File: src/rtl/maxnet_pkg.sv
`default_nettype none
// ============================================================================
// maxnet_pkg : shared types and constants for the Maxnet sequencing controller
// Revision   : 1.0
// ============================================================================
package maxnet_pkg;

    localparam int N               = 4;
    localparam int IDX_W           = 2;
    localparam int DEF_MAX_ITER    = 16;
    localparam int DEF_CALC_CYCLES = 2;
    localparam int DEF_ITER_W      = 5;

    typedef enum logic [2:0] {
        S_IDLE   = 3'd0,
        S_INIT   = 3'd1,
        S_CHECK  = 3'd2,
        S_CALC   = 3'd3,
        S_UPDATE = 3'd4,
        S_DONE   = 3'd5
    } state_t;

endpackage
`default_nettype wire

File: src/rtl/maxnet_if.sv
`default_nettype none
// ============================================================================
// maxnet_if : start/done handshake and datapath strobes of the Maxnet controller
// Revision  : 1.0
// ============================================================================
interface maxnet_if #(
    parameter int N      = 4,
    parameter int IDX_W  = 2,
    parameter int ITER_W = 5
);
    logic              start;
    logic [N-1:0]      nz_mask;
    logic              ld_init;
    logic              calc_en;
    logic              ld_update;
    logic              busy;
    logic              done;
    logic              winner_valid;
    logic [IDX_W-1:0]  winner_idx;
    logic [ITER_W-1:0] iter_count;
    logic              timeout;

    modport master (
        output start, nz_mask,
        input  ld_init, calc_en, ld_update, busy, done,
        input  winner_valid, winner_idx, iter_count, timeout
    );

    modport slave (
        input  start, nz_mask,
        output ld_init, calc_en, ld_update, busy, done,
        output winner_valid, winner_idx, iter_count, timeout
    );
endinterface
`default_nettype wire

File: src/rtl/maxnet_winner_detect.sv
`default_nettype none
// ============================================================================
// maxnet_winner_detect : popcount and one-hot-to-index of the non-zero mask
// Revision             : 1.0
// ============================================================================
module maxnet_winner_detect #(
    parameter int N     = 4,
    parameter int IDX_W = 2
) (
    input  wire logic [N-1:0]     nz_mask_i,
    output logic                  is_zero_o,
    output logic                  is_one_o,
    output logic [IDX_W-1:0]      idx_o
);

    localparam int CNT_W = $clog2(N + 1);

    logic [CNT_W-1:0] w_count;
    logic [IDX_W-1:0] w_idx;

    always_comb begin
        w_count = '0;
        w_idx   = '0;
        for (int i = 0; i < N; i++) begin
            w_count = w_count + CNT_W'(nz_mask_i[i]);
            if (nz_mask_i[i]) begin
                w_idx = IDX_W'(i);
            end
        end
    end

    assign is_zero_o = (w_count == '0);
    assign is_one_o  = (w_count == CNT_W'(1));
    // Index is only meaningful for a single survivor; force 0 otherwise.
    assign idx_o     = is_one_o ? w_idx : '0;

endmodule
`default_nettype wire

File: src/rtl/maxnet_controller.sv
`default_nettype none
// ============================================================================
// maxnet_controller : load / calculate / update sequencer for winner-take-all
// Revision          : 1.0
// ============================================================================
module maxnet_controller
    import maxnet_pkg::*;
#(
    parameter int MAX_ITER    = DEF_MAX_ITER,
    parameter int CALC_CYCLES = DEF_CALC_CYCLES,
    parameter int ITER_W      = DEF_ITER_W
) (
    input  wire logic clk,
    input  wire logic rst,
    maxnet_if.slave   bus
);

    localparam int                CALC_W    = (CALC_CYCLES > 1) ? $clog2(CALC_CYCLES) : 1;
    localparam logic [CALC_W-1:0] CALC_LOAD = CALC_W'(CALC_CYCLES - 1);
    localparam logic [ITER_W-1:0] ITER_MAX  = ITER_W'(MAX_ITER);

    state_t             state_q, state_d;
    logic [CALC_W-1:0]  calc_cnt_q;
    logic [ITER_W-1:0]  iter_q;
    logic               ld_init_q, calc_en_q, ld_update_q, busy_q;
    logic               done_q, winner_valid_q, timeout_q;
    logic [IDX_W-1:0]   winner_idx_q;

    logic               w_is_zero, w_is_one;
    logic [IDX_W-1:0]   w_idx;

    maxnet_winner_detect #(
        .N     (N),
        .IDX_W (IDX_W)
    ) u_detect (
        .nz_mask_i (bus.nz_mask),
        .is_zero_o (w_is_zero),
        .is_one_o  (w_is_one),
        .idx_o     (w_idx)
    );

    always_comb begin
        state_d = state_q;
        case (state_q)
            S_IDLE:   if (bus.start) state_d = S_INIT;
            S_INIT:   state_d = S_CHECK;
            S_CHECK: begin
                if (w_is_one || w_is_zero || (iter_q == ITER_MAX)) begin
                    state_d = S_DONE;
                end else begin
                    state_d = S_CALC;
                end
            end
            S_CALC:   if (calc_cnt_q == '0) state_d = S_UPDATE;
            S_UPDATE: state_d = S_CHECK;
            S_DONE:   if (bus.start) state_d = S_INIT;
            default:  state_d = S_IDLE;
        endcase
    end

    // Strobes are registered decodes of the next state, so they track the
    // state register exactly and cannot glitch.
    always_ff @(posedge clk or posedge rst) begin
        if (rst) begin
            state_q        <= S_IDLE;
            calc_cnt_q     <= '0;
            iter_q         <= '0;
            ld_init_q      <= 1'b0;
            calc_en_q      <= 1'b0;
            ld_update_q    <= 1'b0;
            busy_q         <= 1'b0;
            done_q         <= 1'b0;
            winner_valid_q <= 1'b0;
            winner_idx_q   <= '0;
            timeout_q      <= 1'b0;
        end else begin
            state_q     <= state_d;
            ld_init_q   <= (state_d == S_INIT);
            calc_en_q   <= (state_d == S_CALC);
            ld_update_q <= (state_d == S_UPDATE);
            busy_q      <= (state_d != S_IDLE) && (state_d != S_DONE);

            case (state_q)
                S_CHECK: begin
                    if (state_d == S_CALC) begin
                        calc_cnt_q <= CALC_LOAD;
                    end else begin
                        done_q         <= 1'b1;
                        winner_valid_q <= w_is_one;
                        winner_idx_q   <= w_idx;
                        timeout_q      <= !w_is_one && !w_is_zero;
                    end
                end
                S_CALC: begin
                    if (calc_cnt_q != '0) calc_cnt_q <= calc_cnt_q - 1'b1;
                end
                S_UPDATE: begin
                    if (iter_q != ITER_MAX) iter_q <= iter_q + 1'b1;
                end
                default: ;
            endcase

            if (state_d == S_INIT) begin
                calc_cnt_q     <= '0;
                iter_q         <= '0;
                done_q         <= 1'b0;
                winner_valid_q <= 1'b0;
                winner_idx_q   <= '0;
                timeout_q      <= 1'b0;
            end
        end
    end

    assign bus.ld_init      = ld_init_q;
    assign bus.calc_en      = calc_en_q;
    assign bus.ld_update    = ld_update_q;
    assign bus.busy         = busy_q;
    assign bus.done         = done_q;
    assign bus.winner_valid = winner_valid_q;
    assign bus.winner_idx   = winner_idx_q;
    assign bus.iter_count   = iter_q;
    assign bus.timeout      = timeout_q;

endmodule
`default_nettype wire

File: src/flat_wrapper.sv
// flat-port wrapper written by rule: the top's interface ports become plain ports
module maxnet_controller_flat import maxnet_pkg::*;
#(
    parameter int MAX_ITER    = DEF_MAX_ITER,
    parameter int CALC_CYCLES = DEF_CALC_CYCLES,
    parameter int ITER_W      = DEF_ITER_W
)
  (clk, rst, bus_start, bus_nz_mask, bus_ld_init, bus_calc_en, bus_ld_update, bus_busy, bus_done, bus_winner_valid, bus_winner_idx, bus_iter_count, bus_timeout);
  maxnet_if #(.N(4), .IDX_W(2), .ITER_W(ITER_W)) bus_i ();
  input  wire logic clk;
  input  wire logic rst;
  input wire logic [$bits(bus_i.start)-1:0] bus_start;
  input wire logic [$bits(bus_i.nz_mask)-1:0] bus_nz_mask;
  output wire logic [$bits(bus_i.ld_init)-1:0] bus_ld_init;
  output wire logic [$bits(bus_i.calc_en)-1:0] bus_calc_en;
  output wire logic [$bits(bus_i.ld_update)-1:0] bus_ld_update;
  output wire logic [$bits(bus_i.busy)-1:0] bus_busy;
  output wire logic [$bits(bus_i.done)-1:0] bus_done;
  output wire logic [$bits(bus_i.winner_valid)-1:0] bus_winner_valid;
  output wire logic [$bits(bus_i.winner_idx)-1:0] bus_winner_idx;
  output wire logic [$bits(bus_i.iter_count)-1:0] bus_iter_count;
  output wire logic [$bits(bus_i.timeout)-1:0] bus_timeout;
  assign bus_i.start = bus_start;
  assign bus_i.nz_mask = bus_nz_mask;
  assign bus_ld_init = bus_i.ld_init;
  assign bus_calc_en = bus_i.calc_en;
  assign bus_ld_update = bus_i.ld_update;
  assign bus_busy = bus_i.busy;
  assign bus_done = bus_i.done;
  assign bus_winner_valid = bus_i.winner_valid;
  assign bus_winner_idx = bus_i.winner_idx;
  assign bus_iter_count = bus_i.iter_count;
  assign bus_timeout = bus_i.timeout;
  maxnet_controller #(.MAX_ITER(MAX_ITER), .CALC_CYCLES(CALC_CYCLES), .ITER_W(ITER_W)) u_core (.clk(clk), .rst(rst), .bus(bus_i));
endmodule
File: config.mk
export PLATFORM = sky130hd
export DESIGN_NAME = maxnet_controller_flat
export DESIGN_NICKNAME = d
export VERILOG_FILES = /design/src/rtl/maxnet_pkg.sv /design/src/rtl/maxnet_if.sv /design/src/rtl/maxnet_winner_detect.sv /design/src/rtl/maxnet_controller.sv /design/src/flat_wrapper.sv
export SDC_FILE = /design/constraint.sdc
export NUM_CORES = 1
export LEC_CHECK = 0
export CAP_MARGIN = 20
export CORE_ASPECT_RATIO = 0.8
export CORE_MARGIN = 2
export CORE_UTILIZATION = 53
export CTS_BUF_LIST = sky130_fd_sc_hd__clkbuf_16
export DETAILED_ROUTE_END_ITERATION = 6
export GPL_TIMING_DRIVEN = 0
export PLACE_DENSITY = 0.82
export RECOVER_POWER = 50
export REMOVE_ABC_BUFFERS = 1
export SLEW_MARGIN = 0
export SYNTH_ARGS = -nofsm -noshare
export SYNTH_HDL_FRONTEND = slang
export SYNTH_HIERARCHICAL = 1
export SYNTH_SLANG_ARGS = --single-unit
File: constraint.sdc
create_clock -name clk -period 4.1 [get_ports clk]
set_input_delay 0.82 -clock clk [delete_from_list [all_inputs] [get_ports clk]]
set_output_delay 0.82 -clock clk [all_outputs]
set_load 0.02 [all_outputs]
== Yosys cells after proc, flatten, opt, wreduce, memory -nomap -nowiden ==
Cells that the tools add are included.

* Flip-flop bits (word level): 18
* Output and inout bits: 14
* Input port bits: 7
* Word-level logic and storage cells: 75

* Muxes and demuxes: 27
* Add/subtract/negate cells: 5
* Reductions and logical operators: 18
* Equality and inequality tests: 14

{| class="wikitable"
|+ Operator list
! kind !! number
|-
| 2-to-1 mux 5 bit || 3
|-
| 2-to-1 mux 1 bit || 13
|-
| 2-to-1 mux 2 bit || 6
|-
| one-hot mux 3 bit (4 select lines) || 1
|-
| == test 3 x 1 -> 1 bit (second input constant) || 3
|-
| == test 3 x 2 -> 1 bit (second input constant) || 3
|-
| == test 3 bit (second input constant) || 3
|-
| 2-to-1 mux 3 bit || 3
|-
| zero test 3 bit || 2
|-
| AND reduction 2 bit || 3
|-
| nonzero test 2 bit || 3
|-
| nonzero test 3 bit || 2
|-
| adder 5 x 1 -> 5 bit (second input constant) || 1
|-
| == test 5 bit (second input constant) || 1
|-
| inequality test 5 bit (second input constant) || 1
|-
| OR reduction 2 bit || 2
|-
| adder 2 x 1 -> 3 bit || 1
|-
| adder 3 x 1 -> 3 bit || 1
|-
| inequality test 3 x 1 -> 1 bit (second input constant) || 1
|-
| inequality test 3 bit (second input constant) || 1
|-
| adder 1 x 1 -> 2 bit || 1
|-
| logical AND 1 bit || 2
|-
| zero test 1 bit || 2
|-
| logical OR 1 bit || 2
|-
| 3 further kinds || 3
|}

== Depth between registers and ports, before layout ==
Gate-level depths: netlist of the first run.

* Depth after elaboration: 12
* Mapped depth: 9

== Hierarchy ==
The synthesis of the first run kept the hierarchy.

{| class="wikitable"
|+ Modules (own cells, without submodules)
! module !! seq. area each (um2) !! times used !! area each (um2) !! cells an instance
|-
| maxnet_controller || 450.4 || 1 || 917.1 || 92
|-
| maxnet_winner_detect || 0.0 || 1 || 108.9 || 13
|}

== Least setup slack after synthesis of the first run ==
Ideal clock, no wire load.

* Path kind: in2reg
* Start point: in bus_nz_mask[0]
* End point: reg u_core.winner_idx_q[0] (netlist: u_core/bus.winner_idx[0])
* Path slack: 1,269 ps
* Arrival time: 2,752 ps
* Library setup time: 79 ps
* Buffers on the path: 0
* Stages: 9
* Cell sequence: inv_1 fa_1 inv_1 ha_1 ha_1 nor3b_4 nor2_1 a21boi_1 mux2i_1

* Word-level cells in the longest chain between the ends: 11
* Elaborated cells on any way between the ends: 18

{| class="wikitable"
|+ RTL lines
! element !! RTL line !! text
|-
| start: declaration || flat_wrapper.sv:13 || <nowiki>input wire logic [$bits(bus_i.nz_mask)-1:0] bus_nz_mask;</nowiki>
|-
| adder 1 x 1 -> 2 bit (*) || maxnet_winner_detect.sv:25 || <nowiki>w_count = w_count + CNT_W'(nz_mask_i[i]);</nowiki>
|-
| adder 2 x 1 -> 3 bit (*) || maxnet_winner_detect.sv:25 ||
|-
| adder 3 x 1 -> 3 bit (*) || maxnet_winner_detect.sv:25 ||
|-
| == test 3 x 1 -> 1 bit (*) || maxnet_winner_detect.sv:33 || <nowiki>assign is_one_o = (w_count == CNT_W'(1));</nowiki>
|-
| net u_core.w_is_one || maxnet_controller.sv:29 || <nowiki>logic w_is_zero, w_is_one;</nowiki>
|-
| logical OR 1 bit (2 in series) || maxnet_controller.sv:48 || <nowiki>if (w_is_one || w_is_zero || (iter_q == ITER_MAX)) begin</nowiki>
|-
| 2-to-1 mux 3 bit || maxnet_controller.sv:48 ||
|-
| one-hot mux 3 bit (4 select lines) || maxnet_controller.sv:44 || <nowiki>case (state_q)</nowiki>
|-
| == test 3 x 2 -> 1 bit or == test 3 x 1 -> 1 bit (tied branches) || maxnet_controller.sv:85, maxnet_controller.sv:103 ||
|-
| inequality test 2 x 1 -> 1 bit (no line) or nonzero test 2 bit (tied branches) || - ||
|-
| AND reduction 2 bit (no line) || - ||
|-
| end signal: assignment || maxnet_controller.sv:90 || <nowiki>winner_idx_q <= w_idx;</nowiki>
|-
| end: declaration || maxnet_controller.sv:27 || <nowiki>logic [IDX_W-1:0] winner_idx_q;</nowiki>
|}

The timed path passes the listed nets; every way through them passes the cells marked *. The select of a mux whose other input is x is not followed.
A chain may end at the register's enable or synchronous reset.

== Final worst setup path of the first run ==
* Start point: in bus_nz_mask[0]
* End point: reg u_core.winner_idx_q[1] (netlist: u_core/bus.winner_idx[1])

Same word-level chain as after synthesis.

==> key figures, run 1 <==
Outcome
  – Status: finished clean

Die
  – Area of the core: ~0.0019 mm²
  – Starting Density: 0.553
  – Cell Rows: 14
  – Die Y: 43.4 µm
  – Die Width: 53.2 µm
  – Die ar.: 0.00231 mm²
  – Top Ports: 21

Timing
  – Final period utilization: 0.805
  – Final-report max-slew violation count: 0
  – Rel. slew slack: 0.515
  – Final clock skew: 0.00123 ns
  – RSZ-0062 raised after global routing: false
  – Min Clock Period, post-route: approximately 3.3 ns
  – Slew of the pin with the lowest slew margin: about 0.7 ns
  – Max frequency: a little over 300 MHz
  – Setup-failing EPs final: 0
  – Fin. Hold Viols: 0
  – Final TNS setup: 0 ns

Pwr
  – Net Sw Frac: 0.377
  – Leak pwr: approximately 0.56 nW
  – Int Power: roughly 520 µW
  – Net Sw Power: about 320 µW
  – Worst VDD drop: between 0.4 and 0.5 mV
  – Register share of total power: 0.351
  – PD cells: ~650 mW/mm²
  – Clk pwr share: 0.235
  – Combinational share of power: 0.415

Synth
  – Main area contributors after synthesis: dfrtp_1 44%, o21ai_0 5.9%, ha_1 4.9%, inv_1 4.8%, a21oi_1 3.4%
  – Post-synth top area cell: dfrtp_1
  – FF+latch count, synth: 18
  – Sequential cell area fraction in the yosys report: 0.439
  – Gate Count Post-Synth: around 110
  – Share of the synthesized area in the top cell type: 0.439
  – Post-synth EDFFs: 0
  – Synthesized cell area: between 0.001 and 0.0015 mm²
  – Main synth FF type: dfrtp_1
  – Synth cell types: 36
  – Asr flop ratio synth: 1.00
  – Ys Warns: 6
  – Syn_area_per_cell: about 10 µm²

Finish
  – Area delta synth->final: 27.1%
  – Antenna diodes: 0
  – Final core occ: 0.702
  – Nets: about 140
  – Post-route cell area: between 0.001 and 0.0015 mm²
  – Layout cell share with drive strength beyond 1: 0.0560
  – Finished Layout Cells: ~150

Route
  – Routed via count: 837
  – WL per Instance: 14.2 µm
  – DR pass1 iterations: 4
  – Drt total wl: 2.12 mm
  – Drt first-iter violations: 17
  – Post-DRT Antenna Nets: 0
  – Vias per inst: 5.62
  – DRC violation count after routing: 0

Placement
  – Routability cong.: around 0.8
  – DP Area: 0.00122 mm²
  – Port Buffer Count: 20
  – Hpwl dp: 1.49 mm
  – Placed cells: between 100 and 150

CTS
  – Clock root buffer: clkbuf_16
  – CTS Buf Count: 3
  – Clock Tree Buf Depth: 2
  – Hold Buf Count CTS: 0
  – CTS H-tree lvls: 1
  – CTS tree: yes
  – Postcts setup bufs: 0
  – # clock sinks: 18
  – Clk Latency, worst-skew pair: 0.25 ns
  – Clk slew on worst S/H paths: 0.05 ns
  – Resized cells post-CTS: 0

GRT
  – Global-route wire length before repair: between 3 and 4 mm
  – Tot GR Track Use: 0.224
  – Vias in the first global route: ~840
  – Initial antenna violation count: 0
  – Largest net degree at the start of global routing: 19
  – Gr ovfl total: 0

Flow run
  – Maxcap violations: 0

Worst setup path
  – Setup crit end kind: flop
  – Worst Path Arrival: between 3 and 4 ns
  – Crit Path Class: primary input to flop
  – Critical path startpoint category: primary input
  – CP required: roughly 4.3 ns
  – Largest fanout on the critical path: 5

Min path
  – Hold WC Path Type: flop to flop
## per-layer routing
layer  global-route usage  routed length, µm  up-vias
met5                    0                  0        -
met4               0.0615                 21        0
met3               0.0724                135        4
met2                0.378               1060       28
met1                0.279                898      402
li1                     -                  -      403
## worst max-delay path, cell delays in order
cell	delay, ns
clkdlybuf4s50_1	0.45
inv_1	0.06
fa_1	0.53
inv_1	0.04
ha_1	0.17
ha_1	0.32
nor3b_4	0.27
nor2_1	0.15
a21boi_1	0.43
mux2i_1	0.24
## per-stage QoR
step	hold slack [ns]	power (mW)	setup slack (ns)
6_report	0.537	0.842	0.800
3_3_place_gp	0.502	0.633	0.608
4_1_cts	0.543	0.847	0.786
3_5_place_dp	0.522	0.644	0.538
5_1_grt	0.566	0.898	0.610
2_1_floorplan	0.487	0.512	1.27
## cells in the mapped netlist, drive strengths merged (2+ instances only)
library cell  count
mux2i             3
nand2b            5
buf               4
o21ai            12
o22ai             3
nor3b             3
dfrtp            18
a21oi             8
inv              13
ha                4
nor2              3
a21boi            2
nand2             3
nor3              3
nand3             4
## sequential cells by signal (all words and copies together) (netlist names)
register,cells
u_core/bus.winner_idx,2
u_core/bus.calc_en,1
u_core/state_q,3
u_core/bus.ld_update,1
u_core/calc_cnt_q,1
u_core/bus.busy,1
u_core/bus.iter_count,5
u_core/bus.timeout,1
u_core/bus.done,1
u_core/bus.winner_valid,1
u_core/bus.ld_init,1
## worst paths after layout
| kind | slack [ns] | depth (start not counted) | from | end |
|---|---|---|---|---|
| worst max register to register | 2.37 | 5 | u_core/bus.iter_count[0]$_DFFE_PP0P_ | u_core/bus.winner_idx[1]$_DFFE_PP0P_ |
| max in group asynchronous | 2.56 | 2 | rst | u_core/bus.calc_en$_DFF_PP0_ |
| worst min-delay path | 0.54 | 1 | u_core/calc_cnt_q$_DFFE_PP0P_ | u_core/bus.ld_update$_DFF_PP0_ |
| worst max-delay path | 0.80 | 10 | bus_nz_mask[0] | u_core/bus.winner_idx[1]$_DFFE_PP0P_ |
| min in group asynchronous | 1.11 | 2 | rst | u_core/bus.ld_init$_DFF_PP0_ |
| worst min register to register | 0.54 | 1 | u_core/calc_cnt_q$_DFFE_PP0P_ | u_core/bus.ld_update$_DFF_PP0_ |
## kinds of logic after synthesis
| family | count (synthesis) | share of synthesized area |
|---|---|---|
| compound gates | 31 | 0.182 |
| xor+xnor | 1 | 0.00854 |
| fa+ha+maj | 5 | 0.0683 |
| buf+inv | 17 | 0.0780 |
| flops | 18 | 0.439 |
| mux | 3 | 0.0293 |
| simple gates | 30 | 0.195 |
## final cells by class
class	count	area, µm²
fillers	142	553
clock inverters	1	3.75
clock buffers	3	75.1
multi-input cells	70	495
repair buffers	20	200
inverters	13	48.8
well taps	24	30.0
flip-flops and latches	18	450
## power groups by stage
stage / Sequential [mW] / Clock (mW) / Combinational [mW]
2_1_floorplan: 0.334 / 0 / 0.178
3_3_place_gp: 0.294 / 0 / 0.338
3_5_place_dp: 0.297 / 0 / 0.347
4_1_cts: 0.295 / 0.203 / 0.349
5_1_grt: 0.306 / 0.208 / 0.384
6_report: 0.295 / 0.197 / 0.349
## layout by cell type, fill, tap and decap left out, types with 3 or more instances in the layout
cell              n
inv_1            13
nor2_1            3
o21ai_0          12
clkbuf_16         3
nand2b_1          5
dfrtp_1          18
nand2_1           3
ha_1              4
clkdlybuf4s50_1  18
a21oi_1           7
mux2i_1           3
nor3_1            3
o22ai_1           3
nand3_1           4
Power figures use the tool's default switching activity.
==> run 2, diff against run 1 <==
- CORE_UTILIZATION: 53 -> 50
- PLACE_DENSITY: 0.82 -> 0.78
- clock period: 4.1 -> 3.2 ns (I/O delays scaled with it)
==> run 2 against run 1 <==
Via count is 1.9% lower. Clock skew grew 0.0011 ns. Flip-flop and latch count did not move. Critical path depth unchanged. Cell count is 0.67% lower. First-iteration DRC count is 35% lower. Cell area did not move. Highest routed layer unchanged.
==> key figures, run 2 (synthesized netlist as in run 1, its figures left out) <==
CTS
  – Clock Tree Buf Depth: 2
  – Hold Buf Count CTS: 0
  – Clk Latency, worst-skew pair: around 0.25 ns
  – Postcts setup bufs: 0
  – CTS Buf Count: 3
  – Resized cells post-CTS: 0
  – CTS tree: yes
  – # clock sinks: 18
  – CTS H-tree lvls: 1
  – Clk slew on worst S/H paths: around 0.050 ns
  – Clock root buffer: clkbuf_16

Finish
  – Post-route cell area: between 0.001 and 0.0015 mm²
  – Multi-input gate area: 499 µm²
  – Fillers: 144
  – FF/Latch Area: 450 µm²
  – Antenna diodes: 0
  – Nets: approximately 140
  – Area delta synth->final: 27.1%
  – Most frequent cells in the layout: 18 x clkdlybuf4s50_1, 18 x dfrtp_1, 13 x inv_1
  – Finished Layout Cells: roughly 150
  – Largest register FFs: 5
  – Layout cell share with drive strength beyond 1: 0.0645

Route
  – Post-DRT Antenna Nets: 0
  – WL per Instance: about 14 µm
  – DRC violation count after routing: 0
  – Drt total wl: just over 2 mm
  – DR pass1 iterations: 4
  – Routed via count: about 820
  – Vias per inst: between 5 and 6
  – Drt first-iter violations: 11

Placement
  – Hpwl dp: 1.48 mm
  – Port Buffer Count: 20
  – Placed cells: 145
  – DP Area: 0.00122 mm²
  – Routability cong.: a little under 0.8

GRT
  – Tot GR Track Use: 0.197
  – Vias in the first global route: 756
  – Gr ovfl total: 0
  – Initial antenna violation count: 0
  – Global-route wire length before repair: between 3 and 4 mm
  – Largest net degree at the start of global routing: 19

Timing
  – Hold_ws: ~0.52 ns
  – Slew of the pin with the lowest slew margin: ~0.70 ns
  – Rel. slew slack: 0.532
  – Final clock skew: 0.00237 ns
  – Min Clock Period, post-route: about 3.0 ns
  – Fin. Hold Viols: 0
  – Final-report max-slew violation count: 0
  – RSZ-0062 raised after global routing: false
  – Setup-failing EPs final: 0
  – Final period utilization: 0.928
  – Max frequency: 337 MHz
  – Final TNS setup: 0 ns

Worst setup path
  – Critical path startpoint category: primary input
  – CP required: between 3 and 4 ns
  – Largest fanout on the critical path: 5
  – Setup crit end kind: flop
  – Worst Path Arrival: between 3 and 4 ns
  – Crit Path Class: primary input to flop

Pwr
  – Int Power: 672 µW
  – Register share of total power: 0.353
  – Net Sw Power: around 400 µW
  – Leak pwr: between 0.5 and 0.6 nW
  – Net Sw Frac: 0.374
  – PD cells: about 800 mW/mm²
  – Combinational share of power: 0.419
  – Worst VDD drop: 0.604 mV
  – Clk pwr share: 0.228
  – Total Power: about 1.1 mW

Die
  – Area of the core: approximately 0.0019 mm²
  – Die ar.: around 0.0024 mm²
  – Top Ports: 21
  – Die Width: between 50 and 60 µm
  – Cell Rows: 14
  – Die Y: around 45 µm
  – Starting Density: 0.537

Min path
  – Hold WC Path Type: flop to flop

Outcome
  – Status: finished clean

Flow run
  – Maxcap violations: 0
[run 2: cell types whose count changed in the layout (fill, tap and decap cells not counted), sizes merged]
cell,delta
clkinv,-1
[run 2: through the flow]
step	setup WS [ns]	utilization
floorplan	0.549	-
global placement	-0.149	0.642
detailed placement	-0.196	0.642
CTS	0.0663	0.681
global route	0.0507	0.683
finish	0.229	0.683
[run 2: cell type report]
type                       instances  share of cell area
multi-input combinational         70               0.383
clock buffer                       3              0.0576
tap                               24              0.0230
sequential                        18               0.345
timing repair buffer              20               0.154
inverter                          13              0.0374
[run 2: per-layer routing]
| metal | vias to the layer above | routed length (µm) | global-route usage |
|---|---|---|---|
| li1 | 411 | - | - |
| met1 | 390 | 1000 | 0.274 |
| met2 | 18 | 951 | 0.293 |
| met3 | 2 | 70 | 0.0608 |
| met4 | 0 | 24 | 0.0600 |
| met5 | - | 0 | 0 |
[run 2: power by group through the flow]
stage	sequential, mW	clock, mW	combinational, mW
floorplan	0.427	0	0.229
CTS	0.379	0.254	0.447
finish	0.379	0.245	0.449
global placement	0.377	0	0.437
detailed placement	0.383	0	0.445
global route	0.393	0.261	0.497
[run 2: worst paths after layout]
check	startpoint	to	slack, ns	cells past startpoint
hold / removal	u_core/bus.done$_DFFE_PP0P_	u_core/bus.done$_DFFE_PP0P_	0.52	2
hold reg to reg	u_core/bus.done$_DFFE_PP0P_	u_core/bus.done$_DFFE_PP0P_	0.52	2
setup reg to reg	u_core/bus.iter_count[0]$_DFFE_PP0P_	u_core/bus.winner_idx[1]$_DFFE_PP0P_	1.55	5
min in group asynchronous	rst	u_core/bus.done$_DFFE_PP0P_	0.94	2
max in group asynchronous	rst	u_core/bus.winner_valid$_DFFE_PP0P_	1.82	2
setup / recovery	bus_nz_mask[0]	u_core/bus.winner_idx[1]$_DFFE_PP0P_	0.23	10
[run 2: critical path, cell delays in order]
cell and delay [ns]:
clkdlybuf4s50_1 0.46, inv_1 0.05, fa_1 0.53, inv_1 0.05
ha_1 0.17, ha_1 0.32, nor3b_4 0.25, nor2_1 0.14
a21boi_2 0.31, mux2i_1 0.22
